**src/rtl/stream_avg_pkg.sv**
```systemverilog
// stream_avg_pkg
// Shared definitions for the streaming window-average controller:
//   - default sample/sum width and maximum window length
//   - width of the sample counter / window-length field
//   - controller state enum (also exported on the debug state port)
package stream_avg_pkg;

    localparam int WIDTH_DEF   = 5;
    localparam int WIN_MAX_DEF = 4;
    localparam int CNT_W_DEF   = $clog2(WIN_MAX_DEF + 1);

    typedef enum logic [1:0] {
        ACCUM = 2'd0,
        ISSUE = 2'd1,
        WAIT  = 2'd2,
        OUT   = 2'd3
    } avg_state_e;

endpackage

```
**src/rtl/stream_avg_acc.sv**
```systemverilog
// stream_avg_acc
// Window accumulator: saturating sum, sample count, window-length latch and
// sticky saturation flag.
// Ports:
//   clk, rst      clock, asynchronous active-high reset
//   accept        a sample is taken this cycle
//   flush         close the current window this cycle (already gated to ACCUM)
//   clear         drop the finished window (result handed off)
//   in_data       sample value
//   win_len       requested window length, latched on the first sample
//   sum_nxt       sum including this cycle's sample (next register value)
//   cnt_nxt       count including this cycle's sample (next register value)
//   sat           sticky: the sum has clipped at all-ones
//   close         the window ends this cycle
import stream_avg_pkg::*;

module stream_avg_acc #(
    parameter int WIDTH   = WIDTH_DEF,
    parameter int WIN_MAX = WIN_MAX_DEF,
    parameter int CNT_W   = $clog2(WIN_MAX + 1)
) (
    input  logic             clk,
    input  logic             rst,
    input  logic             accept,
    input  logic             flush,
    input  logic             clear,
    input  logic [WIDTH-1:0] in_data,
    input  logic [CNT_W-1:0] win_len,
    output logic [WIDTH-1:0] sum_nxt,
    output logic [CNT_W-1:0] cnt_nxt,
    output logic             sat,
    output logic             close
);

    localparam logic [CNT_W-1:0] LEN_CAP = CNT_W'(WIN_MAX);
    localparam logic [CNT_W-1:0] CNT_ALL = '1;

    logic [WIDTH-1:0] sum_q;
    logic [CNT_W-1:0] cnt_q;
    logic [CNT_W-1:0] len_q;
    logic [CNT_W-1:0] len_nxt;
    logic [CNT_W-1:0] cap_len;
    logic [CNT_W-1:0] len_eff;
    logic             sat_nxt;
    logic [WIDTH:0]   sum_ext;

    assign cap_len = (win_len > LEN_CAP) ? LEN_CAP : win_len;
    // Before the first sample the live win_len applies; afterwards the latch.
    assign len_eff = (cnt_q == '0) ? cap_len : len_q;
    assign sum_ext = {1'b0, sum_q} + {1'b0, in_data};

    always_comb begin
        sum_nxt = sum_q;
        cnt_nxt = cnt_q;
        sat_nxt = sat;
        len_nxt = len_q;
        if (clear) begin
            sum_nxt = '0;
            cnt_nxt = '0;
            sat_nxt = 1'b0;
            len_nxt = '0;
        end else if (accept) begin
            sum_nxt = sum_ext[WIDTH] ? '1 : sum_ext[WIDTH-1:0];
            sat_nxt = sat | sum_ext[WIDTH];
            // A flush-only window (length 0) can outrun the counter; hold it
            // at all-ones instead of wrapping back to an empty window.
            if (cnt_q != CNT_ALL) begin
                cnt_nxt = cnt_q + 1'b1;
            end
            if (cnt_q == '0) begin
                len_nxt = cap_len;
            end
        end
    end

    assign close = flush || (accept && (len_eff != '0) && (cnt_nxt == len_eff));

    always_ff @(posedge clk or posedge rst) begin
        if (rst) begin
            sum_q <= '0;
            cnt_q <= '0;
            len_q <= '0;
            sat   <= 1'b0;
        end else begin
            sum_q <= sum_nxt;
            cnt_q <= cnt_nxt;
            len_q <= len_nxt;
            sat   <= sat_nxt;
        end
    end

endmodule

```
**src/rtl/stream_avg_ctrl.sv**
```systemverilog
// stream_avg_ctrl
// Window-averaging controller: sums a window of samples, issues one divide
// request (sum / count) to an external iterative divider and presents the
// quotient and remainder on a valid/ready output.
//
// Handshakes: a transfer happens on a rising clk edge where valid and ready
// are both high; valid, once raised, holds its data stable until that edge.
// The divider side is start/busy/done: div_start is a one-cycle pulse issued
// only while div_busy is low, and div_done marks a one-cycle result strobe.
//
// Configuration macro: STREAM_AVG_ROUND_EN -- when defined the quotient is
// rounded half-up (saturating); otherwise it is truncated.
//
// Ports:
//   clk, rst                      clock, asynchronous active-high reset
//   in_valid/in_ready/in_data     sample stream
//   win_len                       window length (0 = flush-closed only)
//   flush                         close current window early
//   div_start/div_a/div_b         divider request
//   div_busy/div_done/div_valid/
//   div_dbz/div_val/div_rem       divider response
//   avg_valid/avg_ready           result handshake
//   avg_data/avg_rem              average and remainder
//   avg_dbz                       the window was empty
//   avg_sat                       the window sum clipped
//   dbg_state                     current controller state
import stream_avg_pkg::*;

module stream_avg_ctrl #(
    parameter  int WIDTH   = WIDTH_DEF,
    parameter  int WIN_MAX = WIN_MAX_DEF,
    localparam int CNT_W   = $clog2(WIN_MAX + 1)
) (
    input  logic             clk,
    input  logic             rst,
    input  logic             in_valid,
    output logic             in_ready,
    input  logic [WIDTH-1:0] in_data,
    input  logic [CNT_W-1:0] win_len,
    input  logic             flush,
    output logic             div_start,
    output logic [WIDTH-1:0] div_a,
    output logic [WIDTH-1:0] div_b,
    input  logic             div_busy,
    input  logic             div_done,
    input  logic             div_valid,
    input  logic             div_dbz,
    input  logic [WIDTH-1:0] div_val,
    input  logic [WIDTH-1:0] div_rem,
    output logic             avg_valid,
    input  logic             avg_ready,
    output logic [WIDTH-1:0] avg_data,
    output logic [WIDTH-1:0] avg_rem,
    output logic             avg_dbz,
    output logic             avg_sat,
    output avg_state_e       dbg_state
);

    avg_state_e       state;
    avg_state_e       state_n;
    logic             start_n;
    logic             accept;
    logic             flush_acc;
    logic             clear;
    logic             close;
    logic             sat;
    logic             resp_dbz;
    logic             capture;
    logic [WIDTH-1:0] sum_nxt;
    logic [CNT_W-1:0] cnt_nxt;
    logic [WIDTH-1:0] q_adj;

    assign accept    = (state == ACCUM) && in_valid;
    assign flush_acc = (state == ACCUM) && flush;
    assign clear     = (state == OUT) && avg_ready;
    assign capture   = (state == WAIT) && div_done;
    // A done without a valid result is reported like a divide-by-zero.
    assign resp_dbz  = div_dbz || !div_valid;
    assign dbg_state = state;

    stream_avg_acc #(
        .WIDTH   (WIDTH),
        .WIN_MAX (WIN_MAX),
        .CNT_W   (CNT_W)
    ) u_acc (
        .clk     (clk),
        .rst     (rst),
        .accept  (accept),
        .flush   (flush_acc),
        .clear   (clear),
        .in_data (in_data),
        .win_len (win_len),
        .sum_nxt (sum_nxt),
        .cnt_nxt (cnt_nxt),
        .sat     (sat),
        .close   (close)
    );

`ifdef STREAM_AVG_ROUND_EN
    logic [WIDTH:0] rem_x2;
    logic           round_up;
    // The count is stable while waiting on the divider, so the live count
    // is the divisor the divider is working on.
    assign rem_x2   = {div_rem, 1'b0};
    assign round_up = rem_x2 >= (WIDTH+1)'(cnt_nxt);
    assign q_adj    = (round_up && (div_val != '1)) ? div_val + 1'b1 : div_val;
`else
    assign q_adj    = div_val;
`endif

    always_ff @(posedge clk or posedge rst) begin
        if (rst) begin
            state <= ACCUM;
        end else begin
            state <= state_n;
        end
    end

    always_comb begin
        state_n = state;
        start_n = 1'b0;
        case (state)
            ACCUM: begin
                if (close) begin
                    state_n = ISSUE;
                    start_n = !div_busy;
                end
            end
            ISSUE: begin
                // div_start high now means the request went out this cycle.
                if (div_start) begin
                    state_n = WAIT;
                end else begin
                    start_n = !div_busy;
                end
            end
            WAIT: begin
                if (div_done) begin
                    state_n = OUT;
                end
            end
            OUT: begin
                if (avg_ready) begin
                    state_n = ACCUM;
                end
            end
            default: state_n = ACCUM;
        endcase
    end

    always_ff @(posedge clk or posedge rst) begin
        if (rst) begin
            in_ready  <= 1'b1;
            div_start <= 1'b0;
            div_a     <= '0;
            div_b     <= '0;
            avg_valid <= 1'b0;
            avg_data  <= '0;
            avg_rem   <= '0;
            avg_dbz   <= 1'b0;
            avg_sat   <= 1'b0;
        end else begin
            in_ready  <= (state_n == ACCUM);
            div_start <= start_n;
            if (state_n == ISSUE) begin
                div_a <= sum_nxt;
                div_b <= WIDTH'(cnt_nxt);
            end else begin
                div_a <= '0;
                div_b <= '0;
            end
            if (capture) begin
                avg_valid <= 1'b1;
                avg_data  <= resp_dbz ? '0 : q_adj;
                avg_rem   <= resp_dbz ? '0 : div_rem;
                avg_dbz   <= resp_dbz;
                avg_sat   <= sat;
            end else if (clear) begin
                avg_valid <= 1'b0;
                avg_data  <= '0;
                avg_rem   <= '0;
                avg_dbz   <= 1'b0;
                avg_sat   <= 1'b0;
            end
        end
    end

endmodule

```
**config.mk**
```make
export PLATFORM = sky130hd
export DESIGN_NAME = stream_avg_ctrl
export DESIGN_NICKNAME = d
export VERILOG_FILES = /design/src/rtl/stream_avg_pkg.sv /design/src/rtl/stream_avg_acc.sv /design/src/rtl/stream_avg_ctrl.sv
export SDC_FILE = /design/constraint.sdc
export NUM_CORES = 1
export LEC_CHECK = 0
export BUFFER_PORTS_ARGS = -buffer_cell sky130_fd_sc_hd__clkbuf_2
export CORE_MARGIN = 5
export CORE_UTILIZATION = 40
export CTS_BUF_LIST = sky130_fd_sc_hd__clkbuf_8
export DETAILED_ROUTE_END_ITERATION = 8
export SLEW_MARGIN = 25
export SYNTH_ARGS = -nofsm -noshare
export SYNTH_HDL_FRONTEND = slang
export SYNTH_HIERARCHICAL = 1
export SYNTH_SLANG_ARGS = --single-unit
```
**constraint.sdc**
```tcl
create_clock -name clk -period 7.6 [get_ports clk]
set_clock_uncertainty 0.15 [all_clocks]
set_input_delay 0.76 -clock clk [delete_from_list [all_inputs] [get_ports clk]]
set_output_delay 0.76 -clock clk [all_outputs]
set_load 0.005 [all_outputs]
```
# [After elaboration in Yosys (flattened, before gate mapping)]
# Index checks and enable logic that the tools add are counted.
# W data, S select, Z words.
[classes] addsub=2 n_lt_le_gt_ge=1 eq_ne=6 mux=31 bitwise_logic=1 reduce_logical=16
[ops] cell="$mux W5" count=9
[ops] cell="$mux W3" count=8
[ops] cell="$mux W1" count=8
[ops] cell="$mux W2" count=4
[ops] cell="$pmux W2 S4" count=1
[ops] cell="$add A5 B5 Y6" count=1
[ops] cell="$logic_and A1 B1 Y1" count=6
[ops] cell="$eq A2 B1 Y1 const B" count=2
[ops] cell="$eq A2 B2 Y1 const B" count=2
[ops] cell="$logic_not A2 Y1" count=2
[ops] cell="$reduce_bool A2 Y1" count=2
[ops] cell="$add A3 B1 Y3 const B" count=1
[ops] cell="$eq A3 B3 Y1" count=1
[ops] cell="$gt A3 B3 Y1 const B" count=1
[ops] cell="$logic_not A3 Y1" count=1
[ops] cell="$ne A3 B3 Y1 const B" count=1
[ops] cell="$reduce_bool A3 Y1" count=1
[ops] cell="$logic_not A1 Y1" count=2
[ops] cell="$logic_or A1 B1 Y1" count=2
[ops] cell="$pmux W1 S2" count=1
[ops] cell="$or A1 B1 Y1" count=1
[word_totals] reg_bits=39 inputBits=27 out_inout_bits=27 wordCells=71

# [Logic depth before layout (Yosys ltp)]
[logic_depth] depth_word=11 ltp_mapped=11 mapped_depth_nobuf=10

# [Hierarchy]
# Netlist, hierarchy kept.
[modules_own_cells] mod="stream_avg_ctrl" n_inst=1 cells_per_inst=76 area_each_um2=1001.0 seq_area_each_um2=626.9
[modules_own_cells] mod="stream_avg_acc" n_inst=1 cells_per_inst=84 area_each_um2=867.1 seq_area_each_um2=300.3

# [Worst setup path before layout]
# OpenSTA, ideal clock, no wires.
[synth_path] kind="input port to flip-flop" start="input in_valid" end="register in_ready" setup_time_ps=67 t_arrival_ps=2543 required_ps=7383 setup_slack_ps=4840 path_stages=9 n_path_buf=1 cell_sequence="nor3b_1 buf_6 a21boi_2 mux2i_1 nand2b_1 o22ai_2 a31o_1 mux4_2 nor2_1"
[synth_via] elab_chain_cells=9 word_cells_on_any_way=10 classes_between="eq/ne: 1; mux: 4; reduce/logical: 5"
[synth_rtl] element="start, declared" line_no="stream_avg_ctrl.sv:36" text="input logic in_valid,"
[synth_rtl] element="$logic_and A1 B1 Y1" line_no="stream_avg_ctrl.sv:73" text="assign accept = (state == ACCUM) && in_valid;"
[synth_rtl] element="$mux W3" line_no="stream_avg_acc.sv:62" text="end else if (accept) begin"
[synth_rtl] element="$mux W3" line_no="stream_avg_acc.sv:57" text="if (clear) begin"
[synth_rtl] element="net cnt_nxt[1]" line_no="stream_avg_ctrl.sv:70" text="logic [CNT_W-1:0] cnt_nxt;"
[synth_rtl] element="$eq A3 B3 Y1" line_no="stream_avg_acc.sv:76" text="assign close = flush || (accept && (len_eff != '0) && (cnt_nxt == len_eff));"
[synth_rtl] element="$logic_and A1 B1 Y1" line_no="stream_avg_acc.sv:76"
[synth_rtl] element="$logic_or A1 B1 Y1" line_no="stream_avg_acc.sv:76"
[synth_rtl] element="net close" line_no="stream_avg_ctrl.sv:65" text="logic close;"
[synth_rtl] element="$mux W2" line_no="stream_avg_ctrl.sv:124" text="if (close) begin"
[synth_rtl] element="$pmux W2 S4" line_no="stream_avg_ctrl.sv:122" text="case (state)"
[synth_rtl] element="net state_n[0]" line_no="stream_avg_ctrl.sv:60" text="avg_state_e state_n;"
[synth_rtl] element="$logic_not A2 Y1" line_no="stream_avg_ctrl.sv:163" text="in_ready <= (state_n == ACCUM);"
[synth_rtl] element="end signal, assigned" line_no="stream_avg_ctrl.sv:163"
[synth_rtl] element="end, declared" line_no="stream_avg_ctrl.sv:37" text="output logic in_ready,"
# The timed path passes the listed nets, and every way through them passes these cells.
# A chain may end at the register's enable or synchronous reset.

# [Worst setup path in the final report]
[layout_path] start="register state[0], in the netlist dbg_state[0]" end="register in_ready"
[layout_via] elab_chain_cells=10 word_cells_on_any_way=19 classes_between="eq/ne: 4; mux: 7; reduce/logical: 8"
[layout_rtl] element="start, declared" line_no="stream_avg_ctrl.sv:59" text="avg_state_e state;"
[layout_rtl] element="start signal, assigned" line_no="stream_avg_ctrl.sv:115" text="state <= state_n;"
[layout_rtl] element="$logic_not A2 Y1" line_no="stream_avg_ctrl.sv:73"
[layout_rtl] element="$logic_and A1 B1 Y1" line_no="stream_avg_ctrl.sv:73"
[layout_rtl] element="net accept" line_no="stream_avg_ctrl.sv:62" text="logic accept;"
[layout_rtl] element="$mux W3" line_no="stream_avg_acc.sv:62"
[layout_rtl] element="$mux W3" line_no="stream_avg_acc.sv:57"
[layout_rtl] element="net cnt_nxt[1]" line_no="stream_avg_ctrl.sv:70"
[layout_rtl] element="$eq A3 B3 Y1" line_no="stream_avg_acc.sv:76"
[layout_rtl] element="$logic_and A1 B1 Y1" line_no="stream_avg_acc.sv:76"
[layout_rtl] element="$logic_or A1 B1 Y1" line_no="stream_avg_acc.sv:76"
[layout_rtl] element="net close" line_no="stream_avg_ctrl.sv:65"
[layout_rtl] element="$mux W2" line_no="stream_avg_ctrl.sv:124"
[layout_rtl] element="$pmux W2 S4" line_no="stream_avg_ctrl.sv:122"
[layout_rtl] element="net state_n[0]" line_no="stream_avg_ctrl.sv:60"
[layout_rtl] element="$logic_not A2 Y1" line_no="stream_avg_ctrl.sv:163"
# The timed path passes the listed nets, and every way through them passes these cells.

==> flow_summary.toml <==
[synthesis]
yosys.area.top_type = "dfrtp_1"
synth_edf_count = 0
synth_seq_cells = 37
synth.distinct_cells = 45
avgSynthCellArea_um2 = 11.68
synth_area_leaders = "dfrtp_1, a22o_1, ha_1"
yosys.cell_count.top_type = "dfrtp_1"
synth_ff_type = "dfrtp_1"
syn_inst = 160
yosysWarnings = 6
syn-cell-area_um2 = 1868
ys_top_cells_by_count = "dfrtp_1, nor2_1, a22o_1, inv_1, and2_1"
synth_top_area_frac = 0.4823
synthArstFlopShare = 1.000
seq_area_frac_synth = 0.4963

[routing]
wirelength_um = 4045
wl_per_cell_um = 15.50
ant_nets = 0
drtIter0Drc = 75
via_per_inst = 5.146
drc_errors = 0
via_count = 1343
drtPass1Iterations = 4

[setup_path]
rr_worst_depth = 8
path_cells = "nor3b_4 > a21boi_2 > mux2i_1 > nand2b_1 > o22ai_2 > a31o_1 > mux4_2 > nor2_1"
crit_slowest_cell = "nor3b_4"
worstSetupEndpointType = "flip-flop"
crit_type = "reg2reg"
r2r-start = "dbg_state[0]"
reg2reg_to = "in_ready"
arrival_ns = 3.15
cpLargestDelayFamily = "simple AND/OR/NAND/NOR gates"
critical_path_buf_inv_count = 0
cp-start-kind = "flip-flop"
reg2reg_slack_ns = 4.51
crit_required_ns = 7.67
worstPathMaxFanout = 19
max_stage_delay_ns = 0.64

[layout]
drive_gt1_frac = 0.3349
num-nets-final = 244
antennaDiodeCount = 0
finalInstanceArea_um2 = 2200
area_delta_synth_final_pct = 17.75
fin_cells = 261

[floorplan]
core_area_um2 = 4444
io_pins = 54
chipWidth_um = 78.34
num_rows = 24
start_util = 0.4203
dieArea_um2 = 6137
die_y_um = 78.34

[grt]
overflow = 0
grt_use_total = 0.1446
grt_max_degree = 26
antenna_found_initial = 0
grt_pass1_wl_um = 6768
grt_pass1_vias = 1404

[sta]
timing.final.crit_share = 0.4063
finalHoldViolations = 0
period_minus_slack_ns = 3.088
relSlewSlack = 0.4266
setup_viol = 0
timing.fmax_mhz = 323.8
setup_tns_ns = 0
grt_setup_unrepaired = "no"
tightest_slew_ns = 0.8549
report.final.slew_viol_count = 0
fin_ws_ns = 4.512

[status]
status = "completed"

[power_and_ir_drop]
finalPower_uw = 855.7
power.density_nw_per_um2 = 389.0
ir_drop_mv = 0.1379
p_leak_uw = 0.001116

[flow_run]
cap_viol_max_count = 0

[placement]
dp_hpwl_um = 3142
place_congestion = 0.7747
port_buffers = 51
dp.cells = 254
dp_slack_ns = 4.005
dpl_cell_area_um2 = 2107

[clocking]
clk_path_buf_depth = 2
htreeDepth = 2
clkTransAtPathRegs_ns = 0.07
cts_num_sinks = 37
numCtsBuffers = 5
cts_root_buf = "clkbuf_8"
cts.hold.buffers_added = 0
cts_setup_buffers = 0
clk_latency_ns = 0.28
cts_resized = 0
cts_tree = "built"

[min_path]
hold_class = "in2async"
## sequential cells by signal, summed over array words and instances (netlist names)
| register | cells |
|---|---|
| avg_data | 5 |
| avg_dbz | 1 |
| avg_rem | 5 |
| avg_sat | 1 |
| avg_valid | 1 |
| dbg_state | 2 |
| div_a | 5 |
| div_b | 3 |
| div_start | 1 |
| in_ready | 1 |
| u_acc/cnt_q | 3 |
| u_acc/len_q | 3 |
| u_acc/sat | 1 |
| u_acc/sum_q | 5 |
## where the power goes
| group | switching (uW) | internal [uW] | total (uW) |
|---|---|---|---|
| registers | 66.4 | 277 | 344 |
| clock network | 62.7 | 70.5 | 133 |
| logic | 194 | 185 | 379 |
| total | 323 | 533 | 856 |
## per-layer routing
layer  wire length [um]  vias up  GRT usage
met4                 27        0    0.05769
met5                  0        -          0
met1               1640      654     0.1571
met3                234        2    0.04462
met2               2143       39     0.2620
li1                   -      648          -
## layout make-up
| type | count | area [um^2] |
|---|---|---|
| well taps | 52 | 65.06 |
| flip-flops and latches | 37 | 927.1 |
| inverters | 11 | 43.79 |
| clock inverters | 1 | 3.754 |
| multi-input cells | 103 | 822.0 |
| repair buffers | 51 | 255.2 |
| fillers | 437 | 2245 |
| clock buffers | 6 | 82.58 |
## stage by stage
stage	hold WS (ns)	utilization
CTS	0.3499	0.4935
finish	0.3352	0.4949
global route	0.3712	0.4949
detailed placement	0.3296	0.4741
global placement	0.3216	0.4741
floorplan	0.3294	-
## how the worst max path moves through the flow
stage	from	endpoint	depth (start not counted)
2_1_floorplan	in_valid	in_ready	9
3_3_place_gp	in_valid	in_ready	9
3_5_place_dp	in_valid	in_ready	9
4_1_cts	dbg_state[0]	in_ready	8
5_1_grt	dbg_state[0]	in_ready	8
6_report	dbg_state[0]	in_ready	8
## logic make-up (layout without fill, tap and decap cells)
logic type / after synthesis / after routing / synth area share
AO/OA/AOI/OAI: 35 / 35 / 0.1500
XOR/XNOR: 6 / 6 / 0.02814
adder cells (fa/ha/maj): 8 / 8 / 0.05760
buffers and inverters: 21 / 69 / 0.07166
flip-flops: 37 / 37 / 0.4963
multiplexers: 7 / 7 / 0.05358
other: 1 / 2 / 0.002007
AND/OR/NAND/NOR: 45 / 45 / 0.1407
## cells in the final DEF (no fill, tap or decap), types with 3 or more instances in the layout
cell / count
clkbuf_2: 51
dfrtp_1: 36
nor2_1: 14
a22o_1: 10
inv_1: 10
and2_1: 8
nand2b_1: 7
ha_1: 7
clkbuf_8: 6
nor2b_1: 5
a21oi_1: 5
a311oi_1: 5
mux2i_1: 4
xnor2_1: 3
xor2_1: 3
(Power assumes the default switching activity.)
